**src/rtl/bcd_stopwatch_ctrl.sv**
```systemverilog
// ---------------------------------------------------------------------------
// bcd_stopwatch_ctrl
//
// Stopwatch controller driving a cascaded chain of DIGITS one-digit BCD
// counters. A prescaler produces the count tick every TICK_DIV cycles while
// running, and a run/pause/lap/clear FSM gates the chain. A lap register
// freezes the displayed value while the live count keeps advancing.
//
// Ports:
//   clk         system clock, rising edge
//   reset       asynchronous, active-high reset
//   start_stop  one-cycle pulse: toggle run/pause
//   lap         one-cycle pulse: freeze/unfreeze the display
//   clear       one-cycle pulse: zero the count (honoured only in PAUSE)
//   count       live BCD count, digit i at bits [4i+3:4i]
//   display     lap value while in LAP, otherwise equal to count
//   running     high in RUN or LAP
//   lap_active  high in LAP
//   overflow    sticky flag, set when the whole chain wraps 99..9 -> 00..0
// ---------------------------------------------------------------------------
module bcd_stopwatch_ctrl #(
  parameter int DIGITS   = 4,
  parameter int TICK_DIV = 10
) (
  input  logic                clk,
  input  logic                reset,
  input  logic                start_stop,
  input  logic                lap,
  input  logic                clear,
  output logic [4*DIGITS-1:0] count,
  output logic [4*DIGITS-1:0] display,
  output logic                running,
  output logic                lap_active,
  output logic                overflow
);

  // Keep the prescaler at least one bit wide so TICK_DIV=1 still elaborates.
  localparam int            PW        = (TICK_DIV > 1) ? $clog2(TICK_DIV) : 1;
  localparam logic [PW-1:0] PRESC_MAX = PW'(TICK_DIV - 1);

  typedef enum logic [1:0] {
    S_IDLE,
    S_RUN,
    S_LAP,
    S_PAUSE
  } state_e;

  state_e              state_q, state_d;
  logic [PW-1:0]       presc_q, presc_d;
  logic [4*DIGITS-1:0] digits_q, digits_d;
  logic [4*DIGITS-1:0] lap_q, lap_d;
  logic                overflow_q, overflow_d;

  logic counting;
  logic tick;
  logic do_clear;

  assign counting = (state_q == S_RUN) || (state_q == S_LAP);
  assign tick     = counting && (presc_q == PRESC_MAX);

  // Next state. clear is only meaningful in PAUSE, where it beats start_stop;
  // elsewhere start_stop beats lap.
  // NOTE: every signal written in an always_comb gets a default at the top,
  // so no path through the block can leave it unassigned and infer a latch.
  always_comb begin
    state_d  = state_q;
    do_clear = 1'b0;
    unique case (state_q)
      S_IDLE: begin
        if (start_stop) state_d = S_RUN;
      end
      S_RUN: begin
        if (start_stop) state_d = S_PAUSE;
        else if (lap)   state_d = S_LAP;
      end
      S_LAP: begin
        if (start_stop) state_d = S_PAUSE;
        else if (lap)   state_d = S_RUN;
      end
      S_PAUSE: begin
        if (clear) begin
          state_d  = S_IDLE;
          do_clear = 1'b1;
        end else if (start_stop) begin
          state_d = S_RUN;
        end
      end
      default: state_d = S_IDLE;
    endcase
  end

  // Prescaler: free-runs in RUN/LAP, holds its phase in PAUSE, and is only
  // zeroed by clear (IDLE is always entered with it already at zero).
  always_comb begin
    presc_d = presc_q;
    if (counting)      presc_d = tick ? '0 : presc_q + PW'(1);
    else if (do_clear) presc_d = '0;
  end

  // Digit cascade: the carry ripples upward through every digit sitting at 9.
  // A carry out of the top digit is the overflow event.
  always_comb begin
    logic carry;
    digits_d   = digits_q;
    overflow_d = overflow_q;
    carry      = tick;
    for (int i = 0; i < DIGITS; i++) begin
      if (carry) begin
        if (digits_q[4*i +: 4] == 4'd9) begin
          digits_d[4*i +: 4] = 4'd0;
        end else begin
          digits_d[4*i +: 4] = digits_q[4*i +: 4] + 4'd1;
          carry              = 1'b0;
        end
      end
    end
    if (carry) overflow_d = 1'b1;
    if (do_clear) begin
      digits_d   = '0;
      overflow_d = 1'b0;
    end
  end

  // Lap capture takes the post-increment count so the frozen value matches
  // what count shows right after the lap edge.
  always_comb begin
    lap_d = lap_q;
    if ((state_q == S_RUN) && !start_stop && lap) lap_d = digits_d;
  end

  // NOTE: state flops use non-blocking assignments so every register samples
  // the values from before the edge, independent of statement order.
  always_ff @(posedge clk or posedge reset) begin
    if (reset) begin
      state_q    <= S_IDLE;
      presc_q    <= '0;
      digits_q   <= '0;
      lap_q      <= '0;
      overflow_q <= 1'b0;
    end else begin
      state_q    <= state_d;
      presc_q    <= presc_d;
      digits_q   <= digits_d;
      lap_q      <= lap_d;
      overflow_q <= overflow_d;
    end
  end

  assign count      = digits_q;
  assign display    = (state_q == S_LAP) ? lap_q : digits_q;
  assign running    = counting;
  assign lap_active = (state_q == S_LAP);
  assign overflow   = overflow_q;

endmodule

```
**config.mk**
```make
export PLATFORM = sky130hd
export DESIGN_NAME = bcd_stopwatch_ctrl
export DESIGN_NICKNAME = d
export VERILOG_FILES = /design/src/rtl/bcd_stopwatch_ctrl.sv
export SDC_FILE = /design/constraint.sdc
export NUM_CORES = 1
export LEC_CHECK = 0
export BUFFER_PORTS_ARGS = -buffer_cell sky130_fd_sc_hd__buf_2
export CAP_MARGIN = 20
export CORE_MARGIN = 4
export CORE_UTILIZATION = 50
export CTS_CLUSTER_DIAMETER = 30
export DETAILED_ROUTE_END_ITERATION = 16
export MAX_ROUTING_LAYER = met4
export PLACE_DENSITY = 0.82
export SLEW_MARGIN = 20
export SYNTH_ARGS = -nofsm -noshare
export SYNTH_HDL_FRONTEND = slang
export SYNTH_SLANG_ARGS = --single-unit
```
**constraint.sdc**
```tcl
create_clock -name clk -period 2.4 [get_ports clk]
set_input_delay 0 -clock clk [delete_from_list [all_inputs] [get_ports clk]]
set_output_delay 0 -clock clk [all_outputs]
set_load 0.1 [all_outputs]
```
==> out/qor.csv, run 1 <==
metric,value,unit
grt_pass1_vias,1756,
ys_seq_elements,39,
synth_top_cells_by_count,"dfrtp_1, nand2_1, nor2_1",
cp_slowest_cell,ha_2,
path_cells,inv_1 -> ha_2 -> and4b_4 -> nand3_4 -> a211o_1 -> a221oi_2 -> o21ai_1,
worstPathArrival,2.32,ns
synthToLayoutAreaGrowth,15.1,%
stdcell_count,309,
die_h,73.5,microns
first_pass_iters,4,
antenna_cells,0,
dp_cells,299,
rsz0062_at_grt,no,
yosys-top-cells-area,"dfrtp_1, mux2_2, nand2_1",
seq_area_frac_synth,0.455,
setup_slack,0.252,ns
h-tree-depth,2,
fin_nets,269,
pre_cts_slack,0.286,ns
clk_latency,0.30,ns
cts_tree,yes,
post_drt_via_cell_ratio,5.52,
wire_per_inst,14.3,microns
initial_core_util,0.525,
cp_data_required_time,2.57,ns
syn_area,0.00215,sq mm
final_area,0.00247,sq mm
clock.fmax,0.466,GHz
grt_antenna_before_repair,0,
hpwl,3.07,mm
synth-async-reset-ratio,1.00,
vias,1705,
critPathMaxFanout,10,
die_area,0.00541,sq mm
wl,4.43,mm
row_count,23,
gp_congestion,0.818,
dpl_cell_area,0.00236,sq mm
cp_slowest_stage_delay,0.42,ns
postSynthAreaPerCell,9.85,sq um
maxCapViolations,0,
yosys_warnings,0,
cts_buffer_depth,2,
grt_pass1_wl,7.81,mm
cp-start-kind,flip-flop,
slew_headroom,0.622,
min_period_over_period,0.895,
synth_edf_count,0,
cts-resized-gates,0,
clock_skew,0.00828,ns
synth_most_common_cell,dfrtp_1,
core,0.00409,sq mm
worst-slew-pin-transition,0.568,ns
numCtsBuffers,5,
status,"finished, final reports clean",
hold_viol,0,
rrSetupSlack,0.25,ns
synth_ff_type,dfrtp_1,
hold_buffers,2,
hold_path_class,in -> reg,
die_width,73.5,microns
ioPinCount,40,
period_needed,2.15,ns
drv_slew,0,
worst-setup-path-type,reg -> reg,
setup_viol,0,
drt_iter0_drc,105,
grt-ovfl-total,0,
clock-sinks,39,
utilization,0.605,
grt_max_degree,40,
post-synth-top-area-fraction,0.455,
drive_above_1_share,0.301,
synthCells,218,
clkTransAtPathRegs,0.08,ns
cts_root_buf,clkbuf_8,
syn-num-nets,229,
synth_cell_types,43,
ant_nets,0,
placement.io_buffers,39,
post_cts_buffers,0,
end_kind,flip-flop,
yosysTopAreaCell,dfrtp_1,
drc_errors,0,
grt_usage,0.191,
## layout by cell type (no fill, tap or decap), types with 3 or more instances in the layout
cell type and count:
nand2_1 27, nor2_1 24, o21ai_1 5, mux2_2 14, o31ai_1 10, a31oi_1 3, dfrtp_1 39, clkbuf_8 5
ha_1 4, buf_2 39, o21ai_0 12, nand2b_1 3, xor2_1 3, nor2b_1 3, nand3_1 4, xnor2_1 5
inv_1 10, a21oi_1 7, nand3b_1 3
## cells by family (layout without fill, tap and decap cells)
family	count (synthesis)	after routing	synth area share
multiplexers	16	16	0.0828
XOR/XNOR	8	8	0.0326
adder cells (fa/ha/maj)	6	6	0.0350
flip-flops	39	39	0.455
AND/OR/NAND/NOR	82	82	0.206
buffers and inverters	20	61	0.0466
AO/OA/AOI/OAI	47	47	0.142
## sequential cells by signal (all words and copies together), names as in the netlist
signal and cells:
state_q 2, count 16, overflow 1, lap_q 16, presc_q 4
## through the flow
stage	hold WS [ns]	setup TNS, ns
floorplan	0.109	-0.884
global route	0.121	0
finish	0.0888	0
detailed placement	0.146	0
global placement	0.136	0
CTS	0.0808	0
## area by class of cell
class / count / area (sq um)
fill: 363 / 1620
sequential: 39 / 976
multi-input combinational: 159 / 1080
clock buffer: 5 / 68.8
clock inverter: 3 / 20.0
inverter: 10 / 37.5
tap: 50 / 62.6
timing repair buffer: 43 / 230
## metal layers
layer  vias to the layer above  routed length (microns)  track usage
li1                        835                        -            -
met1                       827                     2060        0.236
met2                        35                     2120        0.303
met3                         8                      187       0.0438
met4                         0                       59       0.0744
met5                         -                        0            -
## worst max-delay path, delay by kind of cell (launching register included)
kind / cells / cell delay, ns
AO/OA/AOI/OAI: 3 / 0.71
adder cells (fa/ha/maj): 1 / 0.42
flip-flops: 1 / 0.40
buffers and inverters: 1 / 0.08
AND/OR/NAND/NOR: 2 / 0.43
## worst paths after layout
path                       startpoint    endpoint  depth (start not counted)
min                               lap  state_q[1]                          3
max in group asynchronous       reset    lap_q[8]                          4
min in group asynchronous       reset  state_q[0]                          4
max reg2reg                state_q[0]   lap_q[15]                          7
min reg2reg                  lap_q[7]    lap_q[7]                          2
max                        state_q[0]   lap_q[15]                          7
Power of run 1 is left out: the tool's default activity adds up to more than one toggle a clock period on the data nets, which glitch-free logic cannot reach.
==> inputs of run 2 (changes only) <==
--- a/config.mk
+++ b/config.mk
@@ -7,13 +7,16 @@
 export LEC_CHECK = 0
 export BUFFER_PORTS_ARGS = -buffer_cell sky130_fd_sc_hd__buf_2
 export CAP_MARGIN = 20
+export CELL_PAD_IN_SITES_DETAIL_PLACEMENT = 1
+export CELL_PAD_IN_SITES_GLOBAL_PLACEMENT = 1
 export CORE_MARGIN = 4
-export CORE_UTILIZATION = 50
+export CORE_UTILIZATION = 42
 export CTS_CLUSTER_DIAMETER = 30
 export DETAILED_ROUTE_END_ITERATION = 16
 export MAX_ROUTING_LAYER = met4
-export PLACE_DENSITY = 0.82
+export PLACE_DENSITY = 0.88
 export SLEW_MARGIN = 20
 export SYNTH_ARGS = -nofsm -noshare
 export SYNTH_HDL_FRONTEND = slang
 export SYNTH_SLANG_ARGS = --single-unit
+export TNS_END_PERCENT = 50
==> run 2 against run 1 <==
Sequential share of layout area shrank 0.71 points. Clock skew grew 0.0017 ns. Critical path type is now reg -> out. Die area grew 17%. Critical path depth shrank 3. Routed wire length grew 19%. Largest cell class unchanged.
==> out/qor.csv, run 2 (synthesis results as in run 1) <==
metric,value,unit
min_period_over_period,0.870,
period_needed,2.09,ns
grt_pass1_wl,9.16,mm
maxCapViolations,0,
hold_path_class,in -> reg,
vias,1732,
layout_common_cells,"dfrtp_1, buf_2, nand2_1, nor2_1, mux2_2",
antenna_cells,0,
topRoutingLayerUsed,met4,
end_kind,primary output,
die_h,79.5,microns
drc_errors,0,
cts_tree,yes,
wl_met3,140,microns
drv_slew,0,
hpwl,3.85,mm
cp-start-kind,flip-flop,
regArea,976,sq um
setup_viol,0,
post_cts_buffers,0,
multiInputGateArea,0.00107,sq mm
grt_antenna_before_repair,0,
wl,5.26,mm
gp_congestion,0.805,
clock.fmax,0.479,GHz
worst-setup-path-type,reg -> out,
initial_core_util,0.443,
first_pass_iters,4,
rsz0062_at_grt,no,
clock_skew,0.0100,ns
synthToLayoutAreaGrowth,17.2,%
clkTransAtPathRegs,0.08,ns
drive_above_1_share,0.299,
ioPinCount,40,
h-tree-depth,2,
core,0.00485,sq mm
drt_iter0_drc,97,
row_count,25,
hold_viol,0,
clock-sinks,39,
cts_buffer_depth,2,
die_width,79.5,microns
wire_per_inst,16.0,microns
critPathMaxFanout,25,
wl_met2,2.57,mm
clk_latency,0.30,ns
hold_ws,0.0915,ns
worst-slew-pin-transition,0.679,ns
hold_buffers,2,
slew_headroom,0.547,
numCtsBuffers,5,
fin_nets,271,
worstPathArrival,2.09,ns
status,"finished, final reports clean",
cts_root_buf,clkbuf_8,
cp_data_required_time,2.40,ns
cts-resized-gates,0,
post_drt_via_cell_ratio,5.28,
grt_pass1_vias,1901,
grt_max_degree,30,
die_area,0.00632,sq mm
grt_usage,0.190,
ant_nets,0,
met1_length,2.42,mm
grt-ovfl-total,0,
placement.io_buffers,39,
fillers,573,
-- run 2: layout make-up --
cell class	count	area share
inverters	10	0.0149
well taps	67	0.0333
clock buffers	8	0.0398
multi-input cells	159	0.427
flip-flops and latches	39	0.388
repair buffers	45	0.0975
-- run 2: metal layers --
metal  up-vias  GRT usage
li1        840          -
met1       853      0.228
met2        30      0.311
met3         9     0.0327
met4         0     0.0893
met5         -          -
-- run 2: stage by stage --
step / setup TNS, ns / utilization / cell area, sq um / setup slack [ns] / cells
final: 0 / 0.519 / 2520 / 0.311 / 328
after global routing: 0 / 0.519 / 2520 / 0.163 / 328
after CTS: 0 / 0.519 / 2520 / 0.288 / 328
after detailed placement: 0 / 0.494 / 2400 / 0.398 / 318
after global placement: 0 / 0.494 / 2400 / 0.506 / 318
after floorplan: -3.30 / - / 2150 / -0.299 / 218
-- run 2: critical path, stage by stage, from the launching register on --
cell	delay (ns)
dfrtp_1	0.43
inv_1	0.10
ha_2	0.55
mux2_2	0.41
buf_2	0.29
-- run 2: path summary, 6_finish.rpt --
check / from / end / slack [ns] / depth (start not counted)
setup / recovery: state_q[0] / display[4] / 0.31 / 4
max in group asynchronous: reset / lap_q[12] / 1.41 / 4
hold reg to reg: lap_q[1] / lap_q[1] / 0.48 / 2
min in group asynchronous: reset / presc_q[0] / 0.34 / 3
hold / removal: clear / state_q[0] / 0.09 / 4
setup reg to reg: state_q[0] / count[15] / 0.39 / 7
Power of run 2 is left out for the same reason.
